[config.mk]
export PLATFORM = sky130hd
export DESIGN_NAME = rv32_mod_muldiv_flat
export DESIGN_NICKNAME = d
export VERILOG_FILES = /design/src/rtl/rv32_mod_muldiv_if.sv /design/src/rtl/rv32_mod_muldiv.sv /design/src/flat_wrapper.sv
export SDC_FILE = /design/constraint.sdc
export NUM_CORES = 1
export LEC_CHECK = 0
export ABC_CLOCK_PERIOD_IN_PS = 4550
export CAP_MARGIN = 0
export CORE_ASPECT_RATIO = 1.2
export CORE_MARGIN = 10
export CORE_UTILIZATION = 45
export CTS_CLUSTER_DIAMETER = 80
export DETAILED_ROUTE_END_ITERATION = 8
export PLACE_DENSITY = 0.61
export SYNTH_ARGS = -nofsm -noshare
export SYNTH_HDL_FRONTEND = slang
export SYNTH_SLANG_ARGS = --single-unit
[constraint.sdc]
create_clock -name clk -period 4.55 [get_ports clk]
set_clock_uncertainty 0.2 [all_clocks]
set_input_delay 0.91 -clock clk [delete_from_list [all_inputs] [get_ports clk]]
set_output_delay 0.91 -clock clk [all_outputs]
set_load 0.03 [all_outputs]
[src/rtl/rv32_mod_muldiv_if.sv]
// rtl/rv32_mod_muldiv_if.sv - request/response bundle between the core and the muldiv unit
//
// Signals:
//   start       request strobe from the core
//   func        funct3 of the M-extension op
//   kill        pipeline flush, aborts any in-flight op
//   read0_data  rs1 operand
//   read1_data  rs2 operand
//   stall       core holds the instruction while high
//   valid       one-cycle result strobe
//   result      registered result word
// master = core side, slave = muldiv unit side.
interface rv32_mod_muldiv_if;
  logic        start;
  logic [2:0]  func;
  logic        kill;
  logic [31:0] read0_data;
  logic [31:0] read1_data;
  logic        stall;
  logic        valid;
  logic [31:0] result;

  modport master (
    output start, func, kill, read0_data, read1_data,
    input  stall, valid, result
  );

  modport slave (
    input  start, func, kill, read0_data, read1_data,
    output stall, valid, result
  );
endinterface

[src/rtl/rv32_mod_muldiv.sv]
// rtl/rv32_mod_muldiv.sv - iterative RV32M multiply/divide unit
//
// Ports:
//   clk    rising-edge clock
//   rst_n  asynchronous active-low reset
//   bus    rv32_mod_muldiv_if.slave (start/func/kill/operands in, stall/valid/result out)
//
// Optional feature macro: RV32_MULDIV_FAST_MUL_EN
//   defined   - MUL* ops use a single-cycle 64-bit product and finish in 2 cycles
//   undefined - MUL* ops use the 32-step shift-add loop (34-cycle latency)
module rv32_mod_muldiv (
  input  logic              clk,
  input  logic              rst_n,
  rv32_mod_muldiv_if.slave  bus
);

  typedef enum logic [1:0] {S_IDLE, S_CALC, S_FIX, S_DONE} state_t;

  state_t      state_q;
  logic [2:0]  func_q;
  logic [31:0] opb_q;      // multiplicand magnitude or divisor magnitude
  logic [31:0] hi_q;       // product high word / partial remainder
  logic [31:0] lo_q;       // multiplier bits / dividend bits shifting into quotient
  logic        neg_q;      // negate product or quotient in FIX
  logic        neg_rem_q;  // negate remainder in FIX (dividend sign)
  logic [4:0]  cnt_q;
  logic        valid_q;
  logic [31:0] result_q;

  logic        signed_a, signed_b, sa, sb;
  logic [31:0] mag_a, mag_b;
  logic        accept, fast, div_zero, div_ovf;
  logic [31:0] fast_result;
  logic [32:0] mul_sum;
  logic [32:0] div_shift;
  logic        div_ge;
  logic [63:0] prod_fix;
  logic [31:0] quo_fix, rem_fix, fix_result;
`ifdef RV32_MULDIV_FAST_MUL_EN
  logic [63:0] fm_prod;
`endif

  always_comb begin
    // MUL (000) only needs the low word, which is sign-agnostic, so it is treated as unsigned.
    signed_a = (bus.func == 3'b001) || (bus.func == 3'b010) ||
               (bus.func == 3'b100) || (bus.func == 3'b110);
    signed_b = (bus.func == 3'b001) || (bus.func == 3'b100) || (bus.func == 3'b110);
    sa       = signed_a && bus.read0_data[31];
    sb       = signed_b && bus.read1_data[31];
    mag_a    = sa ? (32'd0 - bus.read0_data) : bus.read0_data;
    mag_b    = sb ? (32'd0 - bus.read1_data) : bus.read1_data;

    accept   = bus.start && !bus.kill && ((state_q == S_IDLE) || (state_q == S_DONE));
    div_zero = (bus.read1_data == 32'd0);
    div_ovf  = !bus.func[0] && (bus.read0_data == 32'h8000_0000) &&
               (bus.read1_data == 32'hFFFF_FFFF);
    fast     = bus.func[2] && (div_zero || div_ovf);

    // func[1] selects remainder among the divide ops.
    if (div_zero) fast_result = bus.func[1] ? bus.read0_data : 32'hFFFF_FFFF;
    else          fast_result = bus.func[1] ? 32'd0 : 32'h8000_0000;

    // One shift-add step: add multiplicand when the current multiplier bit is set, then shift right.
    mul_sum   = {1'b0, hi_q} + (lo_q[0] ? {1'b0, opb_q} : 33'd0);
    // One restoring-divide step: bring in the next dividend bit and trial-subtract.
    div_shift = {hi_q, lo_q[31]};
    div_ge    = (div_shift >= {1'b0, opb_q});

    prod_fix = neg_q ? (64'd0 - {hi_q, lo_q}) : {hi_q, lo_q};
    quo_fix  = neg_q ? (32'd0 - lo_q) : lo_q;
    rem_fix  = neg_rem_q ? (32'd0 - hi_q) : hi_q;
    case (func_q)
      3'b000:                 fix_result = prod_fix[31:0];
      3'b001, 3'b010, 3'b011: fix_result = prod_fix[63:32];
      3'b100, 3'b101:         fix_result = quo_fix;
      default:                fix_result = rem_fix;
    endcase

`ifdef RV32_MULDIV_FAST_MUL_EN
    // Low 64 bits of the product of sign-extended operands equal the exact 33x33 signed product.
    fm_prod = {{32{sa}}, bus.read0_data} * {{32{sb}}, bus.read1_data};
`endif
  end

  assign bus.stall  = (state_q == S_CALC) || (state_q == S_FIX) || (accept && !fast);
  assign bus.valid  = valid_q;
  assign bus.result = result_q;

  always_ff @(posedge clk or negedge rst_n) begin
    if (!rst_n) begin
      state_q   <= S_IDLE;
      func_q    <= 3'd0;
      opb_q     <= 32'd0;
      hi_q      <= 32'd0;
      lo_q      <= 32'd0;
      neg_q     <= 1'b0;
      neg_rem_q <= 1'b0;
      cnt_q     <= 5'd0;
      valid_q   <= 1'b0;
      result_q  <= 32'd0;
    end else begin
      valid_q <= 1'b0;
      if (bus.kill) begin
        state_q <= S_IDLE;
      end else begin
        case (state_q)
          S_IDLE, S_DONE: begin
            if (accept) begin
              func_q    <= bus.func;
              opb_q     <= mag_b;
              hi_q      <= 32'd0;
              lo_q      <= mag_a;
              neg_q     <= sa ^ sb;
              neg_rem_q <= sa;
              cnt_q     <= 5'd0;
              if (fast) begin
                result_q <= fast_result;
                valid_q  <= 1'b1;
                state_q  <= S_DONE;
              end else begin
`ifdef RV32_MULDIV_FAST_MUL_EN
                if (!bus.func[2]) begin
                  hi_q    <= fm_prod[63:32];
                  lo_q    <= fm_prod[31:0];
                  neg_q   <= 1'b0;
                  state_q <= S_FIX;
                end else begin
                  state_q <= S_CALC;
                end
`else
                state_q <= S_CALC;
`endif
              end
            end else begin
              state_q <= S_IDLE;
            end
          end
          S_CALC: begin
            if (!func_q[2]) begin
              hi_q <= mul_sum[32:1];
              lo_q <= {mul_sum[0], lo_q[31:1]};
            end else begin
              hi_q <= div_ge ? (div_shift[31:0] - opb_q) : div_shift[31:0];
              lo_q <= {lo_q[30:0], div_ge};
            end
            cnt_q <= cnt_q + 5'd1;
            if (cnt_q == 5'd31) state_q <= S_FIX;
          end
          S_FIX: begin
            result_q <= fix_result;
            valid_q  <= 1'b1;
            state_q  <= S_DONE;
          end
          default: state_q <= S_IDLE;
        endcase
      end
    end
  end

endmodule

[src/flat_wrapper.sv]
// flat-port wrapper written by rule: the top's interface ports become plain ports
module rv32_mod_muldiv_flat 
  (clk, rst_n, bus_start, bus_func, bus_kill, bus_read0_data, bus_read1_data, bus_stall, bus_valid, bus_result);
  rv32_mod_muldiv_if bus_i ();
  input  logic clk;
  input  logic rst_n;
  input wire logic [$bits(bus_i.start)-1:0] bus_start;
  input wire logic [$bits(bus_i.func)-1:0] bus_func;
  input wire logic [$bits(bus_i.kill)-1:0] bus_kill;
  input wire logic [$bits(bus_i.read0_data)-1:0] bus_read0_data;
  input wire logic [$bits(bus_i.read1_data)-1:0] bus_read1_data;
  output wire logic [$bits(bus_i.stall)-1:0] bus_stall;
  output wire logic [$bits(bus_i.valid)-1:0] bus_valid;
  output wire logic [$bits(bus_i.result)-1:0] bus_result;
  assign bus_i.start = bus_start;
  assign bus_i.func = bus_func;
  assign bus_i.kill = bus_kill;
  assign bus_i.read0_data = bus_read0_data;
  assign bus_i.read1_data = bus_read1_data;
  assign bus_stall = bus_i.stall;
  assign bus_valid = bus_i.valid;
  assign bus_result = bus_i.result;
  rv32_mod_muldiv u_core (.clk(clk), .rst_n(rst_n), .bus(bus_i));
endmodule
==> results.sh <==
export IMPL_worstPathArrival_ns=3.38
export IMPL_fp_coreArea_um2=31400
export IMPL_reg2reg_from="u_core.lo_q[31]$_DFFE_PN0P_"
export IMPL_design_area_um2=17100
export IMPL_hpwlAfterDp_um=41900
export IMPL_nets=2189
export IMPL_vdd_drop_max_uv=443
export IMPL_yosysWarnings=0
export IMPL_dp_cells=2423
export IMPL_layout_common_cells="nand2_1, o21ai_0, nor2_1"
export IMPL_clockRootBuffer="clkbuf_16"
export IMPL_crit_slowest_cell="or4_4"
export IMPL_via_per_inst=6.09
export IMPL_leakage_nw=7.45
export IMPL_cts_path_max_buffers=2
export IMPL_async_flop_share_pct=100
export IMPL_drv_cap=0
export IMPL_ys_types=69
export IMPL_wl_um=53700
export IMPL_pre_cts_slack_ns=-0.811
export IMPL_finalNonFillerCells=2457
export IMPL_gp_congestion=0.984
export IMPL_cp_required_ns=3.44
export IMPL_hold_path_class="flip-flop to flip-flop"
export IMPL_grt_max_degree=100
export IMPL_overflow=0
export IMPL_post_route_drc_count=0
export IMPL_clkLatencyLatePin_ns=0.44
export IMPL_finalWorstSetupSlack_ns=0.0611
export IMPL_p_per_area_nw_per_um2=762
export IMPL_dr_pass1_iters=6
export IMPL_cp_start_kind="primary input"
export IMPL_worstSetupPathType="primary input to output pin"
export IMPL_fin_crit_ns=4.49
export IMPL_syn_area_per_cell_um2=7.46
export IMPL_synth_main_ff_cell="dfrtp_1"
export IMPL_postRouteAntennaNets=0
export IMPL_num_antenna_cells=0
export IMPL_cts_tree="yes"
export IMPL_drtIter0Drc=1372
export IMPL_hold_viol_final=0
export IMPL_status="completed"
export IMPL_drive_above_1_share_pct=10.5
export IMPL_rows=71
export IMPL_path_max_fanout=3
export IMPL_multi_input_comb_area_um2=9980
export IMPL_drv_slew=0
export IMPL_synth_seq_area_share_pct=24.7
export IMPL_rsz0062_at_grt="true"
export IMPL_start_util_pct=45.6
export IMPL_syn_area_um2=14300
export IMPL_fin_crit_sh_pct=98.7
export IMPL_setup_violations=0
export IMPL_grt_met1_usage_pct=32.1
export IMPL_htree_num_levels=4
export IMPL_vias=15000
export IMPL_placed_area_um2=16400
export IMPL_clock_sinks=141
export IMPL_fill_cells=3065
export IMPL_postCtsHoldBufs=0
export IMPL_area_growth_syn_to_layout_pct=19.5
export IMPL_tightest_slew_ns=0.988
export IMPL_antenna_found_initial=0
export IMPL_met3_usage_pct=4.07
export IMPL_worst_path_buf_inv=2
export IMPL_synth_edff_count=0
export IMPL_clkTransAtPathRegs_ns=0.06
export IMPL_cts_buffers=17
export IMPL_seq_area_um2=3530
export IMPL_fmax_mhz=223
export IMPL_cp_startpoint="bus_read1_data[13]"
export IMPL_synth_seq_cells=141
export IMPL_pin_count=105
export IMPL_use_met2_pct=42.7
export IMPL_synth_fp_nets=2064
export IMPL_hp_start="u_core.opb_q[9]$_DFFE_PN0P_"
export IMPL_die_h_um=215
export IMPL_holdWs_ns=0.278
export IMPL_die_area_um2=39400
export IMPL_synthCells=1918
export IMPL_fp_dieW_um=183
export IMPL_grt_pass1_wl_um=83300
export IMPL_crit_chain="buf_6 -> or4_4 -> nor4b_4 -> nor4b_4 -> nand3b_1 -> or4_4 -> o31a_1 -> nand2b_4 -> nand3b_1 -> nand2_1 -> buf_6"
export IMPL_first_global_vias=14400
export IMPL_wire_per_inst_um=21.8
export IMPL_cpLargestDelayFamily="simple AND/OR/NAND/NOR gates"
export IMPL_grt_total_usage_pct=26.6
export IMPL_max_stage_delay_ns=0.54
export IMPL_slew_headroom_pct=34.1
export IMPL_grt_busiest_layer="met2"
export IMPL_port_buffer_count=104
export IMPL_cp_end_kind="output pin"
area by class of cell:
class | count | share of cell area, %
multi-input cells | 1555 | 58.4
flip-flops and latches | 141 | 20.6
repair buffers | 246 | 12.5
well taps | 401 | 2.93
clock buffers | 18 | 2.51
inverters | 82 | 1.80
clock inverters | 14 | 1.21
worst paths after layout:
| check | end | slack, ns | cells after the start |
|---|---|---|---|
| max | bus_stall | 0.06 | 11 |
| min | u_core.opb_q[9]$_DFFE_PN0P_ | 0.28 | 2 |
| max reg2reg | u_core.hi_q[30]$_DFFE_PN0P_ | 0.28 | 13 |
| min reg2reg | u_core.opb_q[9]$_DFFE_PN0P_ | 0.28 | 2 |
| max in group asynchronous | u_core.opb_q[8]$_DFFE_PN0P_ | 2.83 | 2 |
| min in group asynchronous | u_core.bus.result[5]$_DFFE_PN0P_ | 0.33 | 1 |
tightest hold or removal path: stages, from the launching register on:
cell     delay (ns)
dfrtp_1        0.34
nand2_1        0.04
o21ai_0        0.06
per-stage QoR:
step / power, mW / TNS, ns / util (%)
2_1_floorplan: 8.57 / 0 / -
3_3_place_gp: 11.2 / -0.775 / 52.2
3_5_place_dp: 11.3 / -0.867 / 52.2
4_1_cts: 12.9 / 0 / 54.4
5_1_grt: 14.0 / -0.0393 / 54.5
6_report: 13.0 / 0 / 54.5
cell families (layout without fill, tap and decap cells):
kind of cell	after synthesis	in the layout	synth area share, %
AOI/OAI and AO/OA	633	633	27.4
xor gates and xnor gates	194	194	11.9
adders and majority gates	75	75	6.66
buffers and inverters	222	360	6.07
DFF	141	141	24.7
muxes	44	44	3.12
and+or+nand+nor	609	609	20.2
synthesized netlist by cell type (all sizes together), types with 7 or more instances:
library cell	number	area share (%)
nor2	150	4.0
or3	11	0.48
nand2b	17	0.74
nand4	29	1.3
o31ai	26	1.4
nand3b	7	0.37
buf	15	0.64
a22oi	13	0.68
mux2i	39	2.7
o21ai	239	8.4
nor2b	9	0.39
a211oi	16	0.84
o22ai	21	1.0
a31oi	42	1.8
o211ai	26	1.4
a21o	36	1.9
nor3	31	1.1
ha	73	6.4
nand3	31	1.1
and2	11	0.48
nand2	232	6.1
a21oi	113	4.0
o41ai	7	0.43
clkbuf	125	3.3
xor2	88	5.4
or4	22	1.2
xnor2	106	6.5
or2	10	0.44
dfrtp	141	25
inv	81	2.1
o21a	16	0.84
a221oi	7	0.43
o21bai	8	0.42
and3	15	0.66
nor4	22	0.96
o221ai	11	0.67
sequential cells by signal, summed over array words and instances, names as in the netlist:
name               cells
u_core.hi_q           32
u_core.state_q         2
u_core.cnt_q           5
u_core.bus.result     32
u_core.func_q          3
u_core.neg_rem_q       1
u_core.opb_q          32
u_core.bus.valid       1
u_core.lo_q           32
u_core.neg_q           1
where the power goes:
group          switching (mW)  total [mW]  internal [mW]
Combinational            5.40        8.83           3.44
Clock                   0.639        1.57          0.933
Sequential              0.808        2.62           1.81
timing repair:
item                                    CTS  global route
buffers inserted                          2             0
gates resized for setup                  22            18
endpoints found under the setup margin    1             1
pin swaps                                 4             7
routing by layer:
metal  up-vias  part of all wire [%]
met5         -                     0
met4         0                   7.5
met3       141                   5.6
met2       558                    47
met1      7085                    40
li1       7171                     -
Power figures use the tool's default switching activity.
